`config.mk`:
```
export PLATFORM = sky130hd
export DESIGN_NAME = uart_transmitter
export DESIGN_NICKNAME = d
export VERILOG_FILES = /design/src/rtl/uart_transmitter.sv
export SDC_FILE = /design/constraint.sdc
export NUM_CORES = 1
export LEC_CHECK = 0
export ABC_CLOCK_PERIOD_IN_PS = 2000
export CAP_MARGIN = 25
export CORE_ASPECT_RATIO = 1.25
export CORE_MARGIN = 5
export CORE_UTILIZATION = 50
export CTS_BUF_LIST = sky130_fd_sc_hd__clkbuf_8
export DETAILED_ROUTE_END_ITERATION = 6
export PLACE_DENSITY = 0.71
export SYNTH_ARGS = -nofsm -noshare
export SYNTH_HDL_FRONTEND = slang
export SYNTH_SLANG_ARGS = --single-unit
export TNS_END_PERCENT = 5
```
`constraint.sdc`:
```
create_clock -name clk -period 2 [get_ports clk]
set_input_delay 0.6 -clock clk [delete_from_list [all_inputs] [get_ports clk]]
set_output_delay 0.6 -clock clk [all_outputs]
set_load 0.005 [all_outputs]
```
`src/rtl/uart_transmitter.sv`:
```
// rtl/uart_transmitter.sv - 8E1/8E2 UART transmitter with one-entry holding register
module uart_transmitter #(
  parameter int CLKS_PER_BIT = 1,
  parameter int STOP_BITS    = 1
) (
  input  logic       clk,
  input  logic       rst,
  input  logic [7:0] data,
  input  logic       send,
  output logic       ready,
  output logic       tx,
  output logic       busy,
  output logic       done
);

  typedef enum logic [2:0] {IDLE, START, DATA, PARITY, STOP} state_t;

  localparam logic [15:0] LAST_CNT  = 16'(CLKS_PER_BIT - 1);
  localparam logic        LAST_STOP = 1'(STOP_BITS - 1);

  state_t      state;
  logic [15:0] bit_cnt;
  logic [2:0]  bit_idx;
  logic        stop_idx;
  logic [7:0]  shifter;
  logic        parity_bit;
  logic [7:0]  hold_data;
  logic        hold_full;

  logic tick;
  logic last_stop;
  logic load;
  logic accept;

  // A byte only enters through the holding register; the shifter is loaded
  // from it when idle or exactly as the last stop bit ends (zero-gap chaining).
  assign tick      = (bit_cnt == LAST_CNT);
  assign last_stop = (state == STOP) && tick && (stop_idx == LAST_STOP);
  assign load      = hold_full && ((state == IDLE) || last_stop);
  assign accept    = send && !hold_full;
  assign ready     = !hold_full;

  // Holding register: load empties it, accept fills it (never on the same edge).
  always_ff @(posedge clk) begin
    if (rst) begin
      hold_full <= 1'b0;
      hold_data <= 8'h00;
    end else if (load) begin
      hold_full <= 1'b0;
    end else if (accept) begin
      hold_full <= 1'b1;
      hold_data <= data;
    end
  end

  // Frame sequencer; tx, busy and done are all registered here.
  always_ff @(posedge clk) begin
    if (rst) begin
      state      <= IDLE;
      bit_cnt    <= 16'd0;
      bit_idx    <= 3'd0;
      stop_idx   <= 1'b0;
      shifter    <= 8'h00;
      parity_bit <= 1'b0;
      tx         <= 1'b1;
      busy       <= 1'b0;
      done       <= 1'b0;
    end else begin
      done <= 1'b0;
      case (state)
        IDLE: begin
          tx      <= 1'b1;
          busy    <= 1'b0;
          bit_cnt <= 16'd0;
          if (load) begin
            state      <= START;
            shifter    <= hold_data;
            parity_bit <= ^hold_data;
            tx         <= 1'b0;
            busy       <= 1'b1;
          end
        end
        START: begin
          if (tick) begin
            bit_cnt <= 16'd0;
            bit_idx <= 3'd0;
            state   <= DATA;
            tx      <= shifter[0];
            shifter <= {1'b0, shifter[7:1]};
          end else begin
            bit_cnt <= bit_cnt + 16'd1;
          end
        end
        DATA: begin
          if (tick) begin
            bit_cnt <= 16'd0;
            if (bit_idx == 3'd7) begin
              bit_idx <= 3'd0;
              state   <= PARITY;
              tx      <= parity_bit;
            end else begin
              bit_idx <= bit_idx + 3'd1;
              tx      <= shifter[0];
              shifter <= {1'b0, shifter[7:1]};
            end
          end else begin
            bit_cnt <= bit_cnt + 16'd1;
          end
        end
        PARITY: begin
          if (tick) begin
            bit_cnt  <= 16'd0;
            stop_idx <= 1'b0;
            state    <= STOP;
            tx       <= 1'b1;
          end else begin
            bit_cnt <= bit_cnt + 16'd1;
          end
        end
        STOP: begin
          if (tick) begin
            bit_cnt <= 16'd0;
            if (stop_idx != LAST_STOP) begin
              stop_idx <= stop_idx + 1'b1;
            end else begin
              stop_idx <= 1'b0;
              done     <= 1'b1;
              if (load) begin
                state      <= START;
                shifter    <= hold_data;
                parity_bit <= ^hold_data;
                tx         <= 1'b0;
              end else begin
                state <= IDLE;
                tx    <= 1'b1;
                busy  <= 1'b0;
              end
            end
          end else begin
            bit_cnt <= bit_cnt + 16'd1;
          end
        end
        default: begin
          state <= IDLE;
          tx    <= 1'b1;
          busy  <= 1'b0;
        end
      endcase
    end
  end

endmodule

```
======== Word level (Yosys, flattened, before mapping) ========
Index checks and enable logic that the tools add are counted.
word-level totals
  word-level logic and storage cells ...... 103
  output and inout port bits .............. 4
  input bits .............................. 11
  register bits ........................... 44
operators by class
  multiplexer cells ....................... 44
  reduce and logical (&&, ||, !) cells .... 26
  add/subtract/negate cells ............... 3
  bitwise gates (word level) .............. 5
  equal/unequal tests ..................... 14
operators with widths
  kind                     count
  $mux W8                  6
  $pmux W16 S2             1
  $pmux W8 S4              1
  $mux W3                  10
  $mux W1                  19
  $ne A2 B2 Y1 const B     9
  $add A16 B1 Y16 const B  1
  $logic_not A16 Y1        1
  $mux W16                 1
  $pmux W3 S5              1
  $reduce_and A3 Y1        3
  $reduce_bool A2 Y1       4
  $reduce_xor A8 Y1        1
  $reduce_and A7 Y1        1
  $eq A3 B2 Y1 const B     2
  $eq A3 B3 Y1 const B     2
  $pmux W3 S2              1
  $reduce_and A6 Y1        1
  $reduce_or A3 Y1         2
  $not A1 Y1               5
  $pmux W1 S5              1
  $reduce_and A5 Y1        1
  $logic_and A1 B1 Y1      4
  $pmux W1 S2              2
  other kinds (12)         12

======== Longest topological paths before layout ========
  depth after elaboration ................. 9
  gate-level depth with buffers ........... 8
  depth with buffers taken out ............ 7

======== Worst setup path after synthesis ========
Ideal clock, no wire load.
  path type ............................... reg-to-reg
  start ................................... register bit_idx[0]
  end ..................................... register shifter[5]
  stages on the path, launching flop included .. 9
  clock period less this slack ............ 1.916 ns
  arrival ................................. 1.830 ns
  setup time .............................. 0.086 ns
  required time ........................... 1.914 ns
  slack ................................... 0.084 ns
  buffers on the path ..................... 1
  cell sequence ........................... dfxtp_1 > ha_1 > ha_1 > or3b_2 > a21oi_1 > o22a_2 > buf_4 > nor2_1 > a211oi_1
between the ends
  longest elaborated chain between the ends .. 3
RTL lines
  what                                line  source
  start: declaration                  23    logic [2:0] bit_idx;
  start signal: assignment            102   bit_idx <= bit_idx + 3'd1;
  $eq A3 B3 Y1                        97    if (bit_idx == 3'd7) begin
  $ne A2 B2 Y1 (no source line)       --
  $reduce_and A6 Y1 (no source line)  --
  end signal: assignment              89    shifter <= {1'b0, shifter[7:1]};
  end signal: assignment              104   shifter <= {1'b0, shifter[7:1]};
  end signal: assignment              130   shifter <= hold_data;
  end: declaration                    25    logic [7:0] shifter;
Every way passes these cells.
A chain may end at the register's enable or synchronous reset.

======== Final worst setup path ========
  start ................................... register bit_idx[0]
  end ..................................... register shifter[7]
The elaborated chain is that of the path after synthesis.

==> results.py <==
metrics = {
    "status": {
        "outcome": "completed",
    },
    "critical_path": {
        "cp_slowest_cell": "or3b_4",
        "r2r_setup_slack_ns": 0.10,
        "crit_cells": 8,
        "critPathLaunchType": "register",
        "critPathKind": "register to register",
        "max_stage_delay_ns": 0.38,
        "r2r-start": "bit_idx[0]",
        "crit_chain": "ha_1, ha_1, or3b_4, a21oi_2, o22a_2, buf_4, nand2b_1, a21oi_1",
        "worstSetupEndpointType": "register",
        "critPathArrivalTime_ns": 2.07,
        "reg2reg_depth": 8,
        "cp_common_cell": "ha_1",
        "rr_endpoint": "shifter[7]",
        "required_ns": 2.18,
        "path_buf_inv": 1,
        "cp_top_family": "compound AO/OA/AOI/OAI gates",
        "worst-path-max-fanout": 6,
    },
    "clocking": {
        "cts.sinks": 43,
        "holdBufCountCts": 0,
        "path_clk_slew_ns": 0.08,
        "cts_tree": "built",
        "cts-root-buf": "clkbuf_8",
        "cts_buffer_depth": 2,
        "htree_levels": 2,
        "cts_inserted_buffers": 5,
        "clock_latency_ns": 0.29,
    },
    "yosys": {
        "synth_most_common_cell": "dfxtp_1",
        "ys_ff_latch": 43,
        "synth_flop_cell": "dfxtp_1",
        "synth_area_leader_cell": "dfxtp_1",
        "yosys_warnings": 0,
        "synth_cell_types": 44,
        "seq_area_frac_synth": 0.387,
        "synth_nets": 287,
        "netlist_area_um2": 2220,
        "yosysTopAreaCellShare": 0.387,
        "syn_avg_cell_area_um2": 8.17,
        "async_reset_ff_frac": 0,
        "syn_inst": 272,
        "synth_edf_count": 0,
        "synth_area_leaders": "dfxtp_1 39%, nand2_1 6.8%, a21oi_1 6.3%, mux2i_1 4.5%, nor2_1 4.1%",
        "synthTopCellsByCount": "43 x dfxtp_1, 40 x nand2_1, 28 x a21oi_1",
    },
    "placement": {
        "placed_cells": 345,
        "gp_congestion": 0.831,
        "hpwl_um": 3410,
        "portBuffers": 14,
    },
    "detailed_routing": {
        "vias_per_cell": 5.63,
        "initialDrtViolationCount": 109,
        "final_antenna_net_count": 0,
        "routedWlPerCell_um": 13.8,
        "drc": 0,
        "vias": 2015,
        "dr.pass1.iters": 4,
        "totalWireLength_um": 4930,
    },
    "timing": {
        "skew_ns": 0.00622,
        "min_period_ns": 1.90,
        "slew_headroom": 0.707,
        "hold_viol_final": 0,
        "fin_crit_sh": 0.948,
        "fmaxAchievable_mhz": 528,
        "rsz0062_at_grt": "false",
        "drv_slew": 0,
        "max_slew.worst_pin.slew_ns": 0.439,
        "finalSetupViolations": 0,
    },
    "floorplan": {
        "row_count": 27,
        "initial_utilization": 0.510,
        "dieWidth_um": 69.6,
        "ios": 15,
        "die_area_um2": 5890,
        "coreArea_um2": 4360,
        "die_y_um": 84.5,
    },
    "global_route": {
        "grt_pass1_wl_um": 8310,
        "grt_pass1_vias": 1869,
        "grt_max_degree": 27,
        "grtUsageTotal": 0.170,
        "grt_overflow_total": 0,
        "antenna_found_initial": 0,
    },
    "run": {
        "cap_violations": 0,
    },
    "pwr": {
        "p_leak_nw": 0.948,
        "power.total_mw": 2.21,
        "power_density_nw_per_um2": 826,
        "worst_ir_drop_vdd_uv": 481,
    },
    "hold_path": {
        "whs_endpoint": "bit_idx[1]",
        "min_from": "bit_idx[1]",
        "holdCritPathClass": "register to register",
        "hold_depth": 2,
    },
    "final_layout": {
        "area_delta_synth_final_pct": 20.6,
        "n_antenna_cell": 0,
        "drive_gt1_frac": 0.147,
        "layout.nets": 314,
        "n_fill_cell": 380,
        "fin_cells": 358,
    },
}
==> worst max path at each step <==
stage | to | startpoint
2_1_floorplan | shifter[5] | bit_idx[0]
3_3_place_gp | bit_cnt[15] | rst
3_5_place_dp | bit_cnt[15] | rst
4_1_cts | shifter[3] | bit_idx[0]
5_1_grt | bit_idx[0] | bit_cnt[1]
6_report | shifter[7] | bit_idx[0]
==> final cells by class <==
type	count	area [um^2]	area share
multi-input combinational	208	1290	0.481
sequential	43	862	0.322
timing repair buffer	36	305	0.114
tap	58	72.6	0.0271
clock buffer	5	68.8	0.0257
clock inverter	3	63.8	0.0238
inverter	5	18.8	0.00700
==> sequential cells by signal, indices dropped and copies added, names as in the netlist <==
register / count
bit_cnt: 16
parity_bit: 1
busy: 1
tx: 1
bit_idx: 3
shifter: 8
done: 1
state: 3
hold_full: 1
hold_data: 8
==> worst min-delay path, cell delays in order, from the launching register on <==
cell     delay, ns
dfxtp_1       0.32
nand2_1       0.05
a21oi_1       0.05
==> cells by family (layout without fill, tap and decap cells) <==
logic type                 Yosys count  after routing  share of synthesized area
xor gates and xnor gates            10             10                     0.0394
muxes                               10             10                     0.0450
AOI/OAI and AO/OA                   69             70                      0.195
and+or+nand+nor                    114            114                      0.266
DFF                                 43             43                      0.387
adders and majority gates            4              4                     0.0225
buffers and inverters               22             49                     0.0450
==> routing by layer <==
metal,wire [um],up-vias,GRT usage
met4,85,0,0.0627
met1,2050,952,0.193
met3,153,9,0.0407
li1,-,1027,-
met2,2640,27,0.307
met5,0,-,0
==> metrics by stage <==
| stage | setup WS [ns] | hold slack, ns | cell area, um^2 | util | setup TNS, ns |
|---|---|---|---|---|---|
| 2_1_floorplan | 0.0845 | 0.436 | 2220 | - | 0 |
| 6_report | 0.105 | 0.458 | 2680 | 0.615 | 0 |
| 5_1_grt | 0.0186 | 0.498 | 2680 | 0.615 | 0 |
| 3_5_place_dp | -0.0113 | 0.448 | 2490 | 0.572 | -0.0113 |
| 4_1_cts | 0.0119 | 0.460 | 2640 | 0.606 | 0 |
| 3_3_place_gp | 0.0434 | 0.449 | 2490 | 0.572 | 0 |
==> repair_timing <==
action	4_1_cts	5_1_grt
gates cloned	0	1
hold endpoints to repair	0	0
buffers inserted	2	2
gates resized for setup	0	5
setup endpoints to repair	1	8
pin swaps	0	2
==> cells in the final DEF, fill, tap and decap left out, types with 5 or more instances in the layout <==
cell             netlist  final
inv_1                  5      6
clkbuf_8               0      5
nand3_1               11     11
nand4_1                6      6
clkdlybuf4s50_1        0     14
a21oi_1               28     27
xnor2_1                9      9
a211oi_1              11     10
buf_4                  1     22
dfxtp_1               43     42
nor2_1                24     24
o21ai_0                8      8
mux2i_1               10     10
nand2_1               40     40
nor3_1                 9      9
nand2b_1               5      5
a31oi_1               10     10
==> report_power, final <==
part / leakage, nW / total [mW] / internal (mW) / switching [mW]
sequential: 0.351 / 0.978 / 0.922 / 0.0562
combinational: 0.528 / 0.444 / 0.221 / 0.223
clock: 0.0695 / 0.793 / 0.494 / 0.299
total: 0.948 / 2.21 / 1.64 / 0.578
No activity file was read; power rests on OpenSTA's default activity.
==> edit, RTL diff (config.mk and constraints unchanged) <==
Register the output `tx` once more, without a reset; this adds one clock of latency there. The other outputs are not delayed to match. Comments in the files are not updated.
--- a/src/rtl/uart_transmitter.sv
+++ b/src/rtl/uart_transmitter.sv
@@ -17,6 +17,8 @@
 
   localparam logic [15:0] LAST_CNT  = 16'(CLKS_PER_BIT - 1);
   localparam logic        LAST_STOP = 1'(STOP_BITS - 1);
+
+  logic tx_s0;
 
   state_t      state;
   logic [15:0] bit_cnt;
@@ -62,21 +64,21 @@
       stop_idx   <= 1'b0;
       shifter    <= 8'h00;
       parity_bit <= 1'b0;
-      tx         <= 1'b1;
+      tx_s0      <= 1'b1;
       busy       <= 1'b0;
       done       <= 1'b0;
     end else begin
       done <= 1'b0;
       case (state)
         IDLE: begin
-          tx      <= 1'b1;
+          tx_s0   <= 1'b1;
           busy    <= 1'b0;
           bit_cnt <= 16'd0;
           if (load) begin
             state      <= START;
             shifter    <= hold_data;
             parity_bit <= ^hold_data;
-            tx         <= 1'b0;
+            tx_s0      <= 1'b0;
             busy       <= 1'b1;
           end
         end
@@ -85,7 +87,7 @@
             bit_cnt <= 16'd0;
             bit_idx <= 3'd0;
             state   <= DATA;
-            tx      <= shifter[0];
+            tx_s0   <= shifter[0];
             shifter <= {1'b0, shifter[7:1]};
           end else begin
             bit_cnt <= bit_cnt + 16'd1;
@@ -97,10 +99,10 @@
             if (bit_idx == 3'd7) begin
               bit_idx <= 3'd0;
               state   <= PARITY;
-              tx      <= parity_bit;
+              tx_s0   <= parity_bit;
             end else begin
               bit_idx <= bit_idx + 3'd1;
-              tx      <= shifter[0];
+              tx_s0   <= shifter[0];
               shifter <= {1'b0, shifter[7:1]};
             end
           end else begin
@@ -112,7 +114,7 @@
             bit_cnt  <= 16'd0;
             stop_idx <= 1'b0;
             state    <= STOP;
-            tx       <= 1'b1;
+            tx_s0    <= 1'b1;
           end else begin
             bit_cnt <= bit_cnt + 16'd1;
           end
@@ -129,10 +131,10 @@
                 state      <= START;
                 shifter    <= hold_data;
                 parity_bit <= ^hold_data;
-                tx         <= 1'b0;
+                tx_s0      <= 1'b0;
               end else begin
                 state <= IDLE;
-                tx    <= 1'b1;
+                tx_s0 <= 1'b1;
                 busy  <= 1'b0;
               end
             end
@@ -142,12 +144,16 @@
         end
         default: begin
           state <= IDLE;
-          tx    <= 1'b1;
+          tx_s0 <= 1'b1;
           busy  <= 1'b0;
         end
       endcase
     end
   end
 
+  always_ff @(posedge clk) begin
+    tx <= tx_s0;
+  end
+
 endmodule
 
Formal check against the unedited RTL: not equivalent (Yosys sat finds a counterexample within 4 cycles, from zero or initial values and one cycle with rst high).
==> edit against the unedited design <==
Count of clock-buffer cells in the layout did not move. Synthesized cell count is 4.8% lower. Routed wire length decreased by 5.0%. Critical endpoint is now bit_idx[0]$_SDFFE_PP0P_. Power is 5.4% lower. Cell area down 2.3%. Largest power group unchanged. Sequential cell count increased by 1. Worst setup slack gained 0.022 ns. Area after synthesis barely moved.
==> edit: results (changes against the unedited design) <==
outcome:
  status: "finished, final reports clean"
final_layout:
  num_antenna_cells: 0  # unchanged
  drive_gt1_frac: 0.1232  # -0.02343
  nets: 298  # -5.1%
  top_regs: "bit_cnt (16), hold_data (8), shifter (8)"
synth:
  ys.flop_type: "dfxtp_1"
  ys_warn_count: 0  # unchanged
  synth.top_cells.by_area: "dfxtp_1, mux2i_1, nor2_1"
  avgSynthCellArea_um2: 8.575  # +5.0%
  synth_top_area_frac: 0.3966  # +0.009232
  synthTopCellsByCount: "dfxtp_1, nor2_1, a21oi_1"
  synth.distinct_cells: 43  # -2.3%
  async_flop_share: 0  # unchanged
  ys_seq_area_frac: 0.3966  # +0.009232
  syn-num-nets: 274  # -4.5%
power:
  vdd_ir_drop_max_uv: 593.6  # +23%
  leakagePower_nw: 0.9390  # -0.96%
global_route:
  grt_pass1_wl_mm: 7.769  # -6.6%
  antenna_found_initial: 0  # unchanged
  track_usage: 0.1613  # -0.008824
  grt_max_degree: 31  # +15%
  first_global_vias: 1770  # -5.3%
sta:
  fin_skew_ns: 0.003946  # -0.002275 ns
  slew_headroom: 0.6717  # -0.03479
  setup_violations: 0  # unchanged
critical_path:
  crit_family: "simple AND/OR/NAND/NOR gates"
  slowest_delay_ns: 0.46  # +0.08 ns
  cp_max_fo: 7  # +1
  critPathArrivalTime_ns: 2.11  # +0.04 ns
  critPathSlowestCell: "or4b_1"
clocking:
  clock_latency_ns: 0.30
  clockBufferDepth: 2  # unchanged
  numCtsBuffers: 5  # unchanged
  clock-root-buffer: "clkbuf_8"
  htree_levels: 2  # unchanged
  clkTransAtPathRegs_ns: 0.08  # about the same
route:
  routedWlPerCell_um: 13.69  # -0.53%
  totalWireLength_mm: 4.683  # -5.0%
  drt_iter0_markers: 111  # +1.8%
  vias_per_cell: 5.582  # -0.83%
  dr.pass1.iters: 4  # unchanged
placed_design:
  place_inst: 332  # -3.8%
  place_ws_ns: 0.09191  # +0.1032 ns
  dp_hpwl_mm: 3.315  # -2.8%
  routabilityCongestion: 0.8271  # -0.43%
worst_hold_path:
  hold_path_class: "flop to flop"
## edit: kinds of logic (layout without fill, tap and decap cells)
group                      count (synthesis)  count (layout)  synth area share
DFF                                       44              44            0.3966
xor gates and xnor gates                  10              10           0.03943
and+or+nand+nor                          105             105            0.2547
AOI/OAI and AO/OA                         59              59            0.1673
buffers and inverters                     20              45           0.04282
muxes                                     17              17           0.07662
adders and majority gates                  4               4           0.02254
## edit: timing repair
| action | in CTS | in global routing |
|---|---|---|
| resized for setup | 0 | 4 |
| setup buffers | 0 | 2 |
| endpoints found under the setup margin | 0 | 2 |
## edit: final timing paths
check | startpoint | endpoint | slack, ns | depth (start not counted)
setup / recovery | bit_cnt[12]$_SDFFE_PP0N_ | bit_idx[0]$_SDFFE_PP0P_ | 0.13 | 6
hold / removal | tx_s0$_SDFFE_PP1P_ | tx$_DFF_P_ | 0.37 | 0
setup reg to reg | bit_cnt[12]$_SDFFE_PP0N_ | bit_idx[0]$_SDFFE_PP0P_ | 0.13 | 6
hold reg to reg | tx_s0$_SDFFE_PP1P_ | tx$_DFF_P_ | 0.37 | 0
## edit: where the power goes
group          internal [mW]  total (mW)  switching, mW
clock                  0.370       0.684          0.315
combinational          0.202       0.410          0.208
sequential             0.943        1.00         0.0569
total                   1.52        2.09          0.579
## edit: area by class of cell
cell class | instances | area [um2]
clock buffers | 5 | 68.82
clock inverters | 3 | 42.54
fillers | 415 | 1740
inverters | 7 | 26.28
multi-input cells | 195 | 1262
flip-flops and latches | 44 | 880.8
well taps | 58 | 72.57
repair buffers | 30 | 264.0
## edit: worst reg2reg max path: stages (launching register included)
cell     delay (ns)
dfxtp_1        0.34
nor3_1         0.40
and4_1         0.27
buf_6          0.14
nand2_4        0.06
or4b_1         0.46
a21oi_1        0.14
## edit: routing by layer
layer / track usage / part of all wire
met3: 0.03713 / 0.053
met4: 0.06620 / 0.015
met1: 0.1915 / 0.44
met2: 0.2795 / 0.49
met5: 0 / 0
## edit: metrics by stage
stage               power, mW  utilization  cell area (um2)  hold WS [ns]
floorplan               1.324            -             2221        0.3311
global placement        1.415       0.5668             2470        0.3558
detailed placement      1.426       0.5668             2470        0.3570
CTS                     2.113       0.5923             2581        0.3688
global route            2.195       0.6006             2618        0.3798
finish                  2.094       0.6006             2618        0.3652
